$ cat config.mk
export PLATFORM = sky130hd
export DESIGN_NAME = spart_rx_core
export DESIGN_NICKNAME = d
export VERILOG_FILES = /design/src/rtl/spart_pkg.sv /design/src/rtl/spart_baud_gen.sv /design/src/rtl/spart_rx_core.sv
export SDC_FILE = /design/constraint.sdc
export NUM_CORES = 1
export LEC_CHECK = 0
export CAP_MARGIN = 20
export CORE_UTILIZATION = 56
export DETAILED_ROUTE_END_ITERATION = 16
export PLACE_DENSITY = 0.86
export SYNTH_ARGS = -nofsm -noshare
export SYNTH_HDL_FRONTEND = slang
export SYNTH_SLANG_ARGS = --single-unit
$ cat constraint.sdc
create_clock -name clk -period 2.8 [get_ports clk]
set_input_delay 0.42 -clock clk [delete_from_list [all_inputs] [get_ports clk]]
set_output_delay 0.42 -clock clk [all_outputs]
set_load 0.005 [all_outputs]
$ cat src/rtl/spart_pkg.sv
// Shared definitions for the mini SPART receive/host glue.
//   ADDR_*      : host register map (data, status, divisor low, divisor high)
//   rx_state_e  : receiver frame state
package spart_pkg;

  localparam logic [1:0] ADDR_DATA = 2'b00;
  localparam logic [1:0] ADDR_STAT = 2'b01;
  localparam logic [1:0] ADDR_DIVL = 2'b10;
  localparam logic [1:0] ADDR_DIVH = 2'b11;

  typedef enum logic [1:0] {
    RX_IDLE  = 2'd0,
    RX_START = 2'd1,
    RX_DATA  = 2'd2,
    RX_STOP  = 2'd3
  } rx_state_e;

endpackage

$ cat src/rtl/spart_baud_gen.sv
// Programmable baud generator: 16-bit divisor register plus a down-counter
// that emits a one-cycle oversampling tick every divisor+1 clocks.
// Ports:
//   clk, rst      : clock, synchronous active-high reset
//   wr_lo_i       : write wdata_i into divisor[7:0]
//   wr_hi_i       : write wdata_i into divisor[15:8]
//   wdata_i       : host write data
//   divisor_o     : current divisor (host read-back)
//   baud_en_o     : registered oversampling tick
module spart_baud_gen #(
  parameter logic [15:0] DIV_RST = 16'h0000
) (
  input  logic        clk,
  input  logic        rst,
  input  logic        wr_lo_i,
  input  logic        wr_hi_i,
  input  logic [7:0]  wdata_i,
  output logic [15:0] divisor_o,
  output logic        baud_en_o
);

  logic [15:0] div_q, div_d;
  logic [15:0] cnt_q, cnt_d;
  logic        baud_q, baud_d;

  always_comb begin
    div_d = div_q;
    if (wr_lo_i) div_d[7:0]  = wdata_i;
    if (wr_hi_i) div_d[15:8] = wdata_i;

    cnt_d  = cnt_q - 16'd1;
    baud_d = 1'b0;
    // A divisor write restarts the period from the freshly written value.
    if (wr_lo_i || wr_hi_i) begin
      cnt_d = div_d;
    end else if (cnt_q == 16'd0) begin
      baud_d = 1'b1;
      cnt_d  = div_q;
    end
  end

  always_ff @(posedge clk) begin
    if (rst) begin
      div_q  <= DIV_RST;
      cnt_q  <= DIV_RST;
      baud_q <= 1'b0;
    end else begin
      div_q  <= div_d;
      cnt_q  <= cnt_d;
      baud_q <= baud_d;
    end
  end

  assign divisor_o = div_q;
  assign baud_en_o = baud_q;

endmodule

$ cat src/rtl/spart_rx_core.sv
// Receive half and host-side glue of the mini SPART: bus decode, baud
// generator and an 8N1 receiver sampling on a 16x (OVS) oversampling tick.
// Ports:
//   clk, rst           : clock, synchronous active-high reset
//   iocs, iorw, ioaddr : host bus strobe, 1=read/0=write, register select
//   databus_in         : host write data
//   databus_out        : host read data (8'h00 when not reading)
//   databus_sel        : read cycle in progress (host bus tri-state enable)
//   tbr                : transmit buffer ready from the external transmitter
//   tx_data, wrt_tx    : write data and load strobe to the external transmitter
//   baud_en            : oversampling tick shared with the transmitter
//   RxD                : serial input, idle high
//   rda                : received byte available
// Optional build macro SPART_FRAME_ERR_EN adds a sticky frame-error flag
// (stop bit sampled low) visible as status bit 2, cleared by a status read.
module spart_rx_core
  import spart_pkg::*;
#(
  parameter logic [15:0] DIV_RST = 16'h0000,
  parameter int          OVS     = 16
) (
  input  logic       clk,
  input  logic       rst,
  input  logic       iocs,
  input  logic       iorw,
  input  logic [1:0] ioaddr,
  input  logic [7:0] databus_in,
  output logic [7:0] databus_out,
  output logic       databus_sel,
  input  logic       tbr,
  output logic [7:0] tx_data,
  output logic       wrt_tx,
  output logic       baud_en,
  input  logic       RxD,
  output logic       rda
);

  localparam int              TW     = $clog2(OVS);
  localparam logic [TW-1:0]   T_HALF = TW'(OVS / 2 - 1);
  localparam logic [TW-1:0]   T_LAST = TW'(OVS - 1);

  // Host bus decode
  logic wrt_db_low, wrt_db_high, rd_rx;

  assign wrt_db_low  = iocs & ~iorw & (ioaddr == ADDR_DIVL);
  assign wrt_db_high = iocs & ~iorw & (ioaddr == ADDR_DIVH);
  assign rd_rx       = iocs &  iorw & (ioaddr == ADDR_DATA);
  assign wrt_tx      = iocs & ~iorw & (ioaddr == ADDR_DATA);
  assign databus_sel = iocs &  iorw;
  assign tx_data     = databus_in;

  logic [15:0] divisor;

  spart_baud_gen #(
    .DIV_RST (DIV_RST)
  ) u_baud (
    .clk       (clk),
    .rst       (rst),
    .wr_lo_i   (wrt_db_low),
    .wr_hi_i   (wrt_db_high),
    .wdata_i   (databus_in),
    .divisor_o (divisor),
    .baud_en_o (baud_en)
  );

  // Receiver state
  rx_state_e     state_q, state_d;
  logic [TW-1:0] tcnt_q, tcnt_d;
  logic [2:0]    bcnt_q, bcnt_d;
  logic [7:0]    shift_q, shift_d;
  logic [7:0]    rx_data_q, rx_data_d;
  logic          rda_q, rda_d;
  logic          stop_sample;

  assign stop_sample = baud_en & (state_q == RX_STOP) & (tcnt_q == T_LAST);

  always_ff @(posedge clk) begin
    if (rst) begin
      state_q   <= RX_IDLE;
      tcnt_q    <= '0;
      bcnt_q    <= '0;
      shift_q   <= '0;
      rx_data_q <= '0;
      rda_q     <= 1'b0;
    end else begin
      state_q   <= state_d;
      tcnt_q    <= tcnt_d;
      bcnt_q    <= bcnt_d;
      shift_q   <= shift_d;
      rx_data_q <= rx_data_d;
      rda_q     <= rda_d;
    end
  end

  // Next-state logic: the frame only advances on oversampling ticks.
  always_comb begin
    state_d = state_q;
    if (baud_en) begin
      case (state_q)
        RX_IDLE:  if (!RxD) state_d = RX_START;
        // Mid-start-bit check rejects line glitches shorter than half a bit.
        RX_START: if (tcnt_q == T_HALF) state_d = RxD ? RX_IDLE : RX_DATA;
        RX_DATA:  if (tcnt_q == T_LAST && bcnt_q == 3'd7) state_d = RX_STOP;
        RX_STOP:  if (tcnt_q == T_LAST) state_d = RX_IDLE;
        default:  state_d = RX_IDLE;
      endcase
    end
  end

  // Counters, shift register and receive buffer.
  always_comb begin
    tcnt_d    = tcnt_q;
    bcnt_d    = bcnt_q;
    shift_d   = shift_q;
    rx_data_d = rx_data_q;
    if (baud_en) begin
      case (state_q)
        RX_IDLE: tcnt_d = '0;
        RX_START: begin
          if (tcnt_q == T_HALF) begin
            tcnt_d = '0;
            bcnt_d = '0;
          end else begin
            tcnt_d = tcnt_q + 1'b1;
          end
        end
        RX_DATA: begin
          if (tcnt_q == T_LAST) begin
            tcnt_d  = '0;
            shift_d = {RxD, shift_q[7:1]};  // LSB arrives first
            bcnt_d  = bcnt_q + 3'd1;
          end else begin
            tcnt_d = tcnt_q + 1'b1;
          end
        end
        RX_STOP: begin
          if (tcnt_q == T_LAST) begin
            tcnt_d    = '0;
            rx_data_d = shift_q;
          end else begin
            tcnt_d = tcnt_q + 1'b1;
          end
        end
        default: tcnt_d = '0;
      endcase
    end
    // A completing byte wins over a simultaneous data read.
    if (stop_sample)  rda_d = 1'b1;
    else if (rd_rx)   rda_d = 1'b0;
    else              rda_d = rda_q;
  end

  logic [7:0] status;

`ifdef SPART_FRAME_ERR_EN
  logic ferr_q, ferr_d;
  logic rd_stat;

  assign rd_stat = iocs & iorw & (ioaddr == ADDR_STAT);

  always_comb begin
    if (stop_sample && !RxD) ferr_d = 1'b1;
    else if (rd_stat)        ferr_d = 1'b0;
    else                     ferr_d = ferr_q;
  end

  always_ff @(posedge clk) begin
    if (rst) ferr_q <= 1'b0;
    else     ferr_q <= ferr_d;
  end

  assign status = {5'b0, ferr_q, tbr, rda_q};
`else
  assign status = {6'b0, tbr, rda_q};
`endif

  // Read mux
  always_comb begin
    databus_out = 8'h00;
    if (databus_sel) begin
      case (ioaddr)
        ADDR_DATA: databus_out = rx_data_q;
        ADDR_STAT: databus_out = status;
        ADDR_DIVL: databus_out = divisor[7:0];
        default:   databus_out = divisor[15:8];
      endcase
    end
  end

  assign rda = rda_q;

endmodule

==> flow_summary.ini <==
[sta]
relSlewSlack = 0.608
fmax_mhz = 381
period_minus_slack_ps = 2630
timing.setup.tns_ps = 0
slew_violations = 0
hold_violations = 0
worst_pin_slew_ps = 587
clock_skew_ps = 8.36
finalCritPeriodShare = 0.938
setup_viol = 0
setup_ws_ps = 173
rsz0062_at_grt = no

[logic_synthesis]
syn_area_um2 = 3050
synth_top_area_cell = dfxtp_1
yosys.area.top_type_share = 0.388
syn_avg_cell_area_um2 = 8.30
async_reset_ff_frac = 0
ys_types = 49
seq_area_frac_synth = 0.388
synth-seq-cells = 59
yosysWarnings = 0
yosys-top-cells-area = dfxtp_1, nand2_1, mux2i_1
yosysMostFrequentCell = nand2_1
synth_nets = 388
synth_cells = 367
synth-edff-count = 0
yosys_most_used_dff = dfxtp_1
synth_commonest_cells = nand2_1, dfxtp_1, nor2_1

[place]
dp_hpwl_um = 5550
port_buffers = 35
place_area_um2 = 3390
routabilityCongestion = 0.851
pre_cts_slack_ps = 166

[cts]
cts_hold_buf = 0
clock_sinks = 59
cts_resized = 0
cts_made_buffers = 9
clockRootBuffer = clkbuf_8
clock_path_buffers = 2
cts_tree = yes
clk_latency_ps = 340
h-tree-depth = 3
post_cts_buffers = 0
cts.reportedPaths.clkPinSlew_ps = 60

[global_route]
antenna_found_initial = 0
grt_pass1_vias = 2613
gr-total-overflow = 0
grt_max_degree = 30
grt_pass1_wl_um = 12400
grt.total_usage = 0.293

[critical_path]
crit_start = ioaddr[0]
crit_fanout = 21
cp_data_arrival_time_ps = 2210
critical_path.top_delay_family = buffers and inverters
cp_cell_sequence = clkdlybuf4s50_1 > buf_4 > nor2_1 > a22oi_1 > nor2_1 > clkdlybuf4s50_1
cp_data_required_time_ps = 2380
timing.rr.start = u_baud.cnt_q[0]$_SDFF_PP0_
cp_slowest_cell = clkdlybuf4s50_1
startpoint_type = primary input
crit_type = in2out
cpPeakStageDelay_ps = 520
crit_path_end_kind = primary output
critPathBufInv = 3

[pwr]
power_density_nw_per_um2 = 799
p_total_mw = 2.86
ir_worst_vdd_mv = 0.480
p_leak_nw = 1.31

[final_layout]
layout-drive-gt1-share = 0.0957
final_cell_area_um2 = 3580
final_nets = 413
n_fill_cell = 396
insertedDiodeCount = 0
syn_to_final_growth_pct = 17.6

[status]
status = completed

[hold_path]
hold_start = rx_data_q[3]$_SDFFE_PP0P_
hp-class = reg2reg

[die]
coreArea_um2 = 5170
die_h_um = 75.7
dieWidth_um = 75.7
initial_core_util = 0.589
ios = 36
die_area_um2 = 5740
row_count = 26

[route]
vias = 2868
wl_per_cell_um = 17.0
route.detailed.drc = 0
drt-total-wl_um = 7950
viasPerCell = 6.14
drtAntennaViolNets = 0
first_pass_iters = 5
drt_iter0_markers = 309

[run]
drv_cap = 0
[final timing paths]
| kind | slack (ps) | to | cells past startpoint |
|---|---|---|---|
| worst min-delay path | 470 | rx_data_q[3]$_SDFFE_PP0P_ | 2 |
| worst max register to register | 380 | u_baud.cnt_q[5]$_SDFF_PP0_ | 7 |
| worst min register to register | 470 | rx_data_q[3]$_SDFFE_PP0P_ | 2 |
| worst max-delay path | 170 | databus_out[7] | 6 |
[worst min-delay path, delay by kind of cell (launching register included)]
family / cells / cell delay [ps]
compound gates: 1 / 50
simple gates: 1 / 50
flops: 1 / 320
[stage by stage]
stage	cells	utilization	hold WS, ps
after global routing	467	0.692	490
after detailed placement	451	0.655	458
after global placement	451	0.655	444
final	467	0.692	467
after floorplan	367	-	431
after CTS	467	0.692	466
[cells by family after synthesis]
family,synth area share
AO/OA/AOI/OAI,0.160
multiplexers,0.117
adder cells (fa/ha/maj),0.0205
flip-flops,0.388
AND/OR/NAND/NOR,0.230
XOR/XNOR,0.0288
buffers and inverters,0.0563
[layout by cell type, fill, tap and decap left out, types with 3 or more instances in the layout]
cell type	n
clkdlybuf4s50_1	35
nand3_1	4
nor4_1	7
nor2b_1	4
dfxtp_1	59
nand2_1	62
a22o_1	3
nor2_1	39
and3_1	3
nand2b_1	5
ha_1	5
xor2_1	5
clkbuf_8	10
a21oi_1	34
mux2_2	8
o31ai_1	4
inv_1	4
nor3_1	11
o22ai_1	7
clkinv_2	3
buf_4	8
a22oi_1	6
mux2i_1	22
o21ai_0	12
xnor2_1	5
[layer usage]
| metal | global-route usage | vias to the layer above | part of all wire | routed length, um |
|---|---|---|---|---|
| li1 | - | 1356 | - | - |
| met1 | 0.387 | 1357 | 0.42 | 3380 |
| met2 | 0.456 | 138 | 0.48 | 3800 |
| met3 | 0.0503 | 17 | 0.071 | 562 |
| met4 | 0.160 | 0 | 0.026 | 209 |
| met5 | 0 | - | 0 | 0 |
[state kept, by name, summed over array words and instances, names as in the netlist, named ones only]
| register | cells |
|---|---|
| rda | 1 |
| shift_q | 8 |
| u_baud.cnt_q | 16 |
| tcnt_q | 4 |
| u_baud.baud_en_o | 1 |
| state_q | 1 |
| u_baud.divisor_o | 16 |
| bcnt_q | 3 |
| rx_data_q | 8 |
[final cells by class]
cell class	count	area (um2)	area share
multi-input cells	275	1690	0.473
flip-flops and latches	59	1180	0.330
repair buffers	43	410	0.115
clock buffers	11	141	0.0395
well taps	70	87.6	0.0245
clock inverters	5	52.6	0.0147
inverters	4	15.0	0.00419
[report_power, final]
group	switching, mW	internal, mW	total (mW)	leakage, nW
Sequential	0.122	0.952	1.07	0.479
Clock	0.347	0.431	0.777	0.0991
Combinational	0.577	0.433	1.01	0.731
Power figures use the tool's default switching activity.
